===== src/rtl/delay_tap_pkg.sv =====
// Shared types and helpers for the configurable-delay tap line.
package delay_tap_pkg;

  typedef enum logic [1:0] {
    RUN   = 2'd0,
    DRAIN = 2'd1,
    APPLY = 2'd2
  } state_t;

  localparam int STAT_W = 16;

  function automatic int unsigned delay_clamp(input int unsigned req, input int unsigned depth);
    return (req > depth) ? depth : req;
  endfunction

endpackage


===== src/rtl/delay_tap_stage.sv =====
// One delay-line stage: data register plus valid bit.
// The valid clear wins over advance so a reconfiguration empties the line in one cycle.
module delay_tap_stage #(
  parameter int WIDTH = 8
) (
  input  logic             clk,
  input  logic             rst_n,
  input  logic             adv,
  input  logic             clr,
  input  logic [WIDTH-1:0] d,
  input  logic             v,
  output logic [WIDTH-1:0] q,
  output logic             qv
);

  logic [WIDTH-1:0] data_reg;
  logic             valid_reg;

  always_ff @(posedge clk or negedge rst_n) begin
    if (!rst_n) begin
      data_reg  <= '0;
      valid_reg <= 1'b0;
    end else begin
      if (adv) data_reg <= d;
      if (clr) valid_reg <= 1'b0;
      else if (adv) valid_reg <= v;
    end
  end

  assign q  = data_reg;
  assign qv = valid_reg;

endmodule


===== src/rtl/delay_tap_ctrl.sv =====
// Configurable-delay tap line with valid/ready handshakes and drain-before-apply reconfiguration.
// Define DELAY_TAP_STATS_EN to add the beat_cnt / drain_cyc statistics outputs.
module delay_tap_ctrl
  import delay_tap_pkg::*;
#(
  parameter int WIDTH     = 8,
  parameter int DEPTH     = 3,
  parameter int RST_DELAY = 0,
  localparam int DW       = $clog2(DEPTH + 1)
) (
  input  logic              clk,
  input  logic              rst_n,
  input  logic              in_valid,
  output logic              in_ready,
  input  logic [WIDTH-1:0]  in_data,
  output logic              out_valid,
  input  logic              out_ready,
  output logic [WIDTH-1:0]  out_data,
  input  logic [DW-1:0]     cfg_delay,
  input  logic              cfg_load,
  output logic [DW-1:0]     cur_delay,
  output logic              busy
`ifdef DELAY_TAP_STATS_EN
  ,
  output logic [STAT_W-1:0] beat_cnt,
  output logic [STAT_W-1:0] drain_cyc
`endif
);

  state_t            state_reg, state_next;
  logic [DW-1:0]     cur_reg, cur_next;
  logic [DW-1:0]     pend_reg, pend_next;
  logic [DW-1:0]     req_clamped;
  logic [WIDTH-1:0]  stage_d [DEPTH];
  logic              stage_v [DEPTH];
  logic [WIDTH-1:0]  tap_d;
  logic              tap_v;
  logic              drained;
  logic              run;
  logic              advance;
  logic              accept;
  logic              apply_clr;

  assign req_clamped = DW'(delay_clamp(32'(cfg_delay), DEPTH));
  assign run         = (state_reg == RUN);
  assign apply_clr   = (state_reg == APPLY);

  // Tap select and "old taps empty" detection over stages 1..cur_delay.
  always_comb begin
    tap_d   = '0;
    tap_v   = 1'b0;
    drained = 1'b1;
    for (int k = 1; k <= DEPTH; k++) begin
      if (cur_reg == DW'(k)) begin
        tap_d = stage_d[k-1];
        tap_v = stage_v[k-1];
      end
      if ((DW'(k) <= cur_reg) && stage_v[k-1]) drained = 1'b0;
    end
  end

  always_comb begin
    if (cur_reg == '0) begin
      out_data  = in_data;
      out_valid = in_valid & run;
      in_ready  = out_ready & run;
    end else begin
      out_data  = tap_d;
      out_valid = tap_v & ~apply_clr;
      in_ready  = ~(out_valid & ~out_ready) & run;
    end
    advance = ~(out_valid & ~out_ready);
    accept  = in_valid & in_ready;
  end

  for (genvar gi = 0; gi < DEPTH; gi++) begin : g_stage
    logic [WIDTH-1:0] d_in;
    logic             v_in;
    if (gi == 0) begin : g_first
      assign d_in = in_data;
      assign v_in = accept;
    end else begin : g_rest
      assign d_in = stage_d[gi-1];
      assign v_in = stage_v[gi-1];
    end
    delay_tap_stage #(.WIDTH(WIDTH)) u_stage (
      .clk   (clk),
      .rst_n (rst_n),
      .adv   (advance),
      .clr   (apply_clr),
      .d     (d_in),
      .v     (v_in),
      .q     (stage_d[gi]),
      .qv    (stage_v[gi])
    );
  end

  always_comb begin
    state_next = state_reg;
    cur_next   = cur_reg;
    pend_next  = pend_reg;
    unique case (state_reg)
      RUN: begin
        if (cfg_load && (req_clamped != cur_reg)) begin
          pend_next  = req_clamped;
          state_next = DRAIN;
        end
      end
      DRAIN: begin
        if (drained) state_next = APPLY;
      end
      APPLY: begin
        cur_next   = pend_reg;
        state_next = RUN;
      end
      default: state_next = RUN;
    endcase
  end

  always_ff @(posedge clk or negedge rst_n) begin
    if (!rst_n) begin
      state_reg <= RUN;
      cur_reg   <= DW'(RST_DELAY);
      pend_reg  <= DW'(RST_DELAY);
    end else begin
      state_reg <= state_next;
      cur_reg   <= cur_next;
      pend_reg  <= pend_next;
    end
  end

  assign cur_delay = cur_reg;
  assign busy      = ~run;

`ifdef DELAY_TAP_STATS_EN
  logic [STAT_W-1:0] beat_reg;
  logic [STAT_W-1:0] drain_reg;

  always_ff @(posedge clk or negedge rst_n) begin
    if (!rst_n) begin
      beat_reg  <= '0;
      drain_reg <= '0;
    end else begin
      if (out_valid && out_ready && (beat_reg != '1)) beat_reg <= beat_reg + 1'b1;
      if (!run && (drain_reg != '1)) drain_reg <= drain_reg + 1'b1;
    end
  end

  assign beat_cnt  = beat_reg;
  assign drain_cyc = drain_reg;
`endif

endmodule

===== config.mk =====
export PLATFORM = sky130hd
export DESIGN_NAME = delay_tap_ctrl
export DESIGN_NICKNAME = d
export VERILOG_FILES = /design/src/rtl/delay_tap_pkg.sv /design/src/rtl/delay_tap_stage.sv /design/src/rtl/delay_tap_ctrl.sv
export SDC_FILE = /design/constraint.sdc
export NUM_CORES = 1
export LEC_CHECK = 0
export ABC_AREA = 0
export BUFFER_PORTS_ARGS = -buffer_cell sky130_fd_sc_hd__buf_4
export CAP_MARGIN = 25
export CORE_MARGIN = 2
export CORE_UTILIZATION = 55
export DETAILED_ROUTE_END_ITERATION = 12
export PLACE_DENSITY = 0.75
export SLEW_MARGIN = 20
export SYNTH_ARGS = -nofsm -noshare
export SYNTH_HDL_FRONTEND = slang
export SYNTH_SLANG_ARGS = --single-unit

===== constraint.sdc =====
create_clock -name clk -period 2.2 [get_ports clk]
set_input_delay 0.22 -clock clk [delete_from_list [all_inputs] [get_ports clk]]
set_output_delay 0.22 -clock clk [all_outputs]
set_load 0.01 [all_outputs]

==> key figures <==
Run status
  – Result of the run: complete, no violations

Setup path
  – Type of the worst setup path: flip-flop to output pin
  – Crit path launch type: flip-flop
  – Setup slack, reg-to-reg: between 300 and 400 ps
  – Setup crit end kind: output pin
  – Critical path data arrival time: ~1800 ps
  – Crit-path max FO: 10
  – Required time at the endpoint of the critical path: 1980 ps

Logic synthesis
  – Synth Area in Compound Gates: 0.0410
  – Cell type with the highest aggregate area in the netlist: dfrtp_1
  – Synth Net Count: 120
  – Synth async-reset ratio: 1.00
  – Most numerous cell in the Yosys netlist: dfrtp_1
  – Synth Area in XOR/XNOR: 0.0104
  – Gate count of the mapped netlist: 105
  – Post-synthesis area per instance: between 15 and 20 µm²
  – Multiplexer share of the synthesized area: 0.367
  – Cell Area, Synth: 1680 µm²
  – Post-synthesis share of cell area spent on and, or, nand and nor gates: 0.0425
  – Synth area leaders: dfrtp_1 49%, mux2_4 16%, mux2_2 7.4%, mux4_2 6.7%, mux4_1 4.7%
  – Post-synth top area share: 0.492
  – EDFF count, synth: 0
  – Cell types with the highest counts after synthesis: 33 x dfrtp_1, 18 x mux2_4, 11 x mux2_2
  – Dominant combinational cell family by area after synthesis: multiplexers
  – Adder-cell share of the synthesized area: 0
  – Total of flip-flops plus latches after synthesis: 33
  – Number of warnings issued by yosys: 0
  – Most used flip-flop cell after synthesis: dfrtp_1
  – Number of different library cells in the post-synthesis netlist: 28
  – Sequential share of the synthesized area: 0.492

Detailed routing
  – Via total after detailed routing: 978
  – First DRT Iteration DRCs: 27
  – Number of remaining DRC errors: 0
  – Number of vias per cell: roughly 5.7
  – Total routed wirelength: 2.82 mm
  – Number of iterations in the first detailed-routing pass: 4
  – Post-detailed-route wirelength per cell: about 16 µm
  – Number of nets still failing antenna checks after routing: 0

Global route
  – Overflow after GRT: 0
  – Antenna violations before repair: 0
  – Via count of the first global-routing pass: between 1000 and 1500
  – Global-route total usage across every layer: 0.186
  – Largest net degree at the start of global routing: 34
  – Wire length of the first global-routing pass: approximately 4.7 mm

CTS
  – Clock insertion delay at the later pin of the skew report: 320 ps
  – Clock transition at the registers of the reported paths: about 100 ps
  – H-tree levels: 2
  – CTS max path bufs: 2
  – Clock root buffer: clkbuf_4
  – Buffers inserted by post-CTS timing repair: 0
  – Num Clock Sinks: 33
  – Number of instances resized during post-cts repair: 0
  – CTS Hold Buffers Added: 1
  – TritonCTS clock tree: yes
  – Number of buffers added by the clock tree synthesis step: 5

Placement
  – Buffers on Ports: 27
  – Half-perimeter wire length after placement: 1.95 mm
  – Worst slack, placed: roughly 330 ps
  – DP Cell Count: 162
  – Gp weighted congestion: 0.794

Layout
  – Net total in the final layout: 152
  – Flip-flop count of the largest register after layout: 24
  – Count of non-filler cells in the finished layout: 171
  – Fraction of layout cells with a size suffix above 1: 0.543
  – Diodes inserted: 0
  – Layout-stage area growth over the synthesis result: 17.3%

Worst hold path
  – Class of the most critical hold timing path: input pin to flip-flop

Timing
  – Max frequency: about 0.5 GHz
  – Worst hold slack after final layout: 130 ps
  – Total of endpoints with negative setup slack in the final report: 0
  – Fin. max-slew vios: 0
  – Setup WS post-layout: 180 ps
  – RSZ-0062 raised after global routing: false
  – Actual slew at the worst max-slew pin: 404 ps
  – Total Negative Setup Slacks: 0 ps
  – Worst slew margin relative to its limit: 0.730
  – Shortest clock period the worst path allows after layout: 2020 ps
  – Final period utilization: 0.918
  – Final setup skew: 11.3 ps
  – Final hold violation count: 0

Die
  – Number of cell rows: 20
  – Placeable Area: 2980 µm²
  – Initial core utilization: 0.564
  – DIE AREA: between 3000 and 4000 µm²
  – Top-level I/O count: 28
  – Die W: 59.3 µm
  – Die height: 59.3 µm

Run
  – Max-cap check violation count: 0

Pwr
  – Total power per unit cell area: between 1500 and 2000 nW/µm²
  – Worst supply voltage drop on vdd: 0.739 mV
  – Leakage: 0.915 nW
==> stage by stage <==
step,util,cell area [µm²],total power [mW]
after global placement,0.641,1910,2.68
after detailed placement,0.641,1910,2.73
final,0.661,1970,3.03
after global routing,0.661,1970,3.24
after floorplan,-,1680,2.26
after CTS,0.661,1970,3.06
==> cell type report <==
type                       instances  area [µm²]
multi-input combinational         63         788
clock inverter                     2        10.0
tap                               33        41.3
inverter                           2        7.51
timing repair buffer              32         255
sequential                        33         826
fill                             234        1010
clock buffer                       6        41.3
==> cell usage in the layout (no fill, tap or decap), types with 2 or more instances in the layout <==
cell type  Yosys  layout
a211oi_1       2       2
buf_4          1      30
clkbuf_4       0       5
clkinv_2       0       2
dfrtp_1       33      33
inv_1          2       2
mux2_2        11      11
mux2_4        18      18
mux2i_1        3       3
mux4_1         3       3
mux4_2         5       5
nand2_1        3       3
nand2b_1       2       2
nor2_1         3       3
xor2_1         2       2
==> cells by family (layout without fill, tap and decap cells) <==
logic type	Yosys count	after routing
mux	40	40
flops	33	33
simple gates	12	12
compound gates	9	9
buf+inv	9	42
xor+xnor	2	2
==> path summary, 6_finish.rpt <==
check	start	endpoint	cells past startpoint
max	cur_delay[0]	out_data[6]	3
min	in_data[7]	g_stage[0].u_stage.q[7]	2
max reg2reg	cur_delay[1]	g_stage[2].u_stage.q[6]	6
min reg2reg	g_stage[2].u_stage.q[4]	g_stage[2].u_stage.q[4]	1
max in group asynchronous	rst_n	g_stage[0].u_stage.q[3]	2
min in group asynchronous	rst_n	g_stage[0].u_stage.q[5]	2
==> worst max-delay path, cell delays in order (launching register included) <==
cell and delay (ps):
dfrtp_1 540, buf_4 260, mux4_2 520, buf_4 160
==> power by group <==
part,internal [mW],leakage [nW],switching (mW)
clock network,0.122,0.0320,0.196
logic,0.993,0.491,0.619
registers,0.884,0.392,0.215
total,2.00,0.915,1.03
==> metal layers <==
metal  share of wire  vias to the layer above  GRT usage
met5               0                        -          0
met4          0.0067                        0     0.0909
met3           0.044                        2     0.0590
met2            0.51                       24      0.292
met1            0.44                      499      0.233
li1                -                      453          -
(Power assumes the default switching activity.)
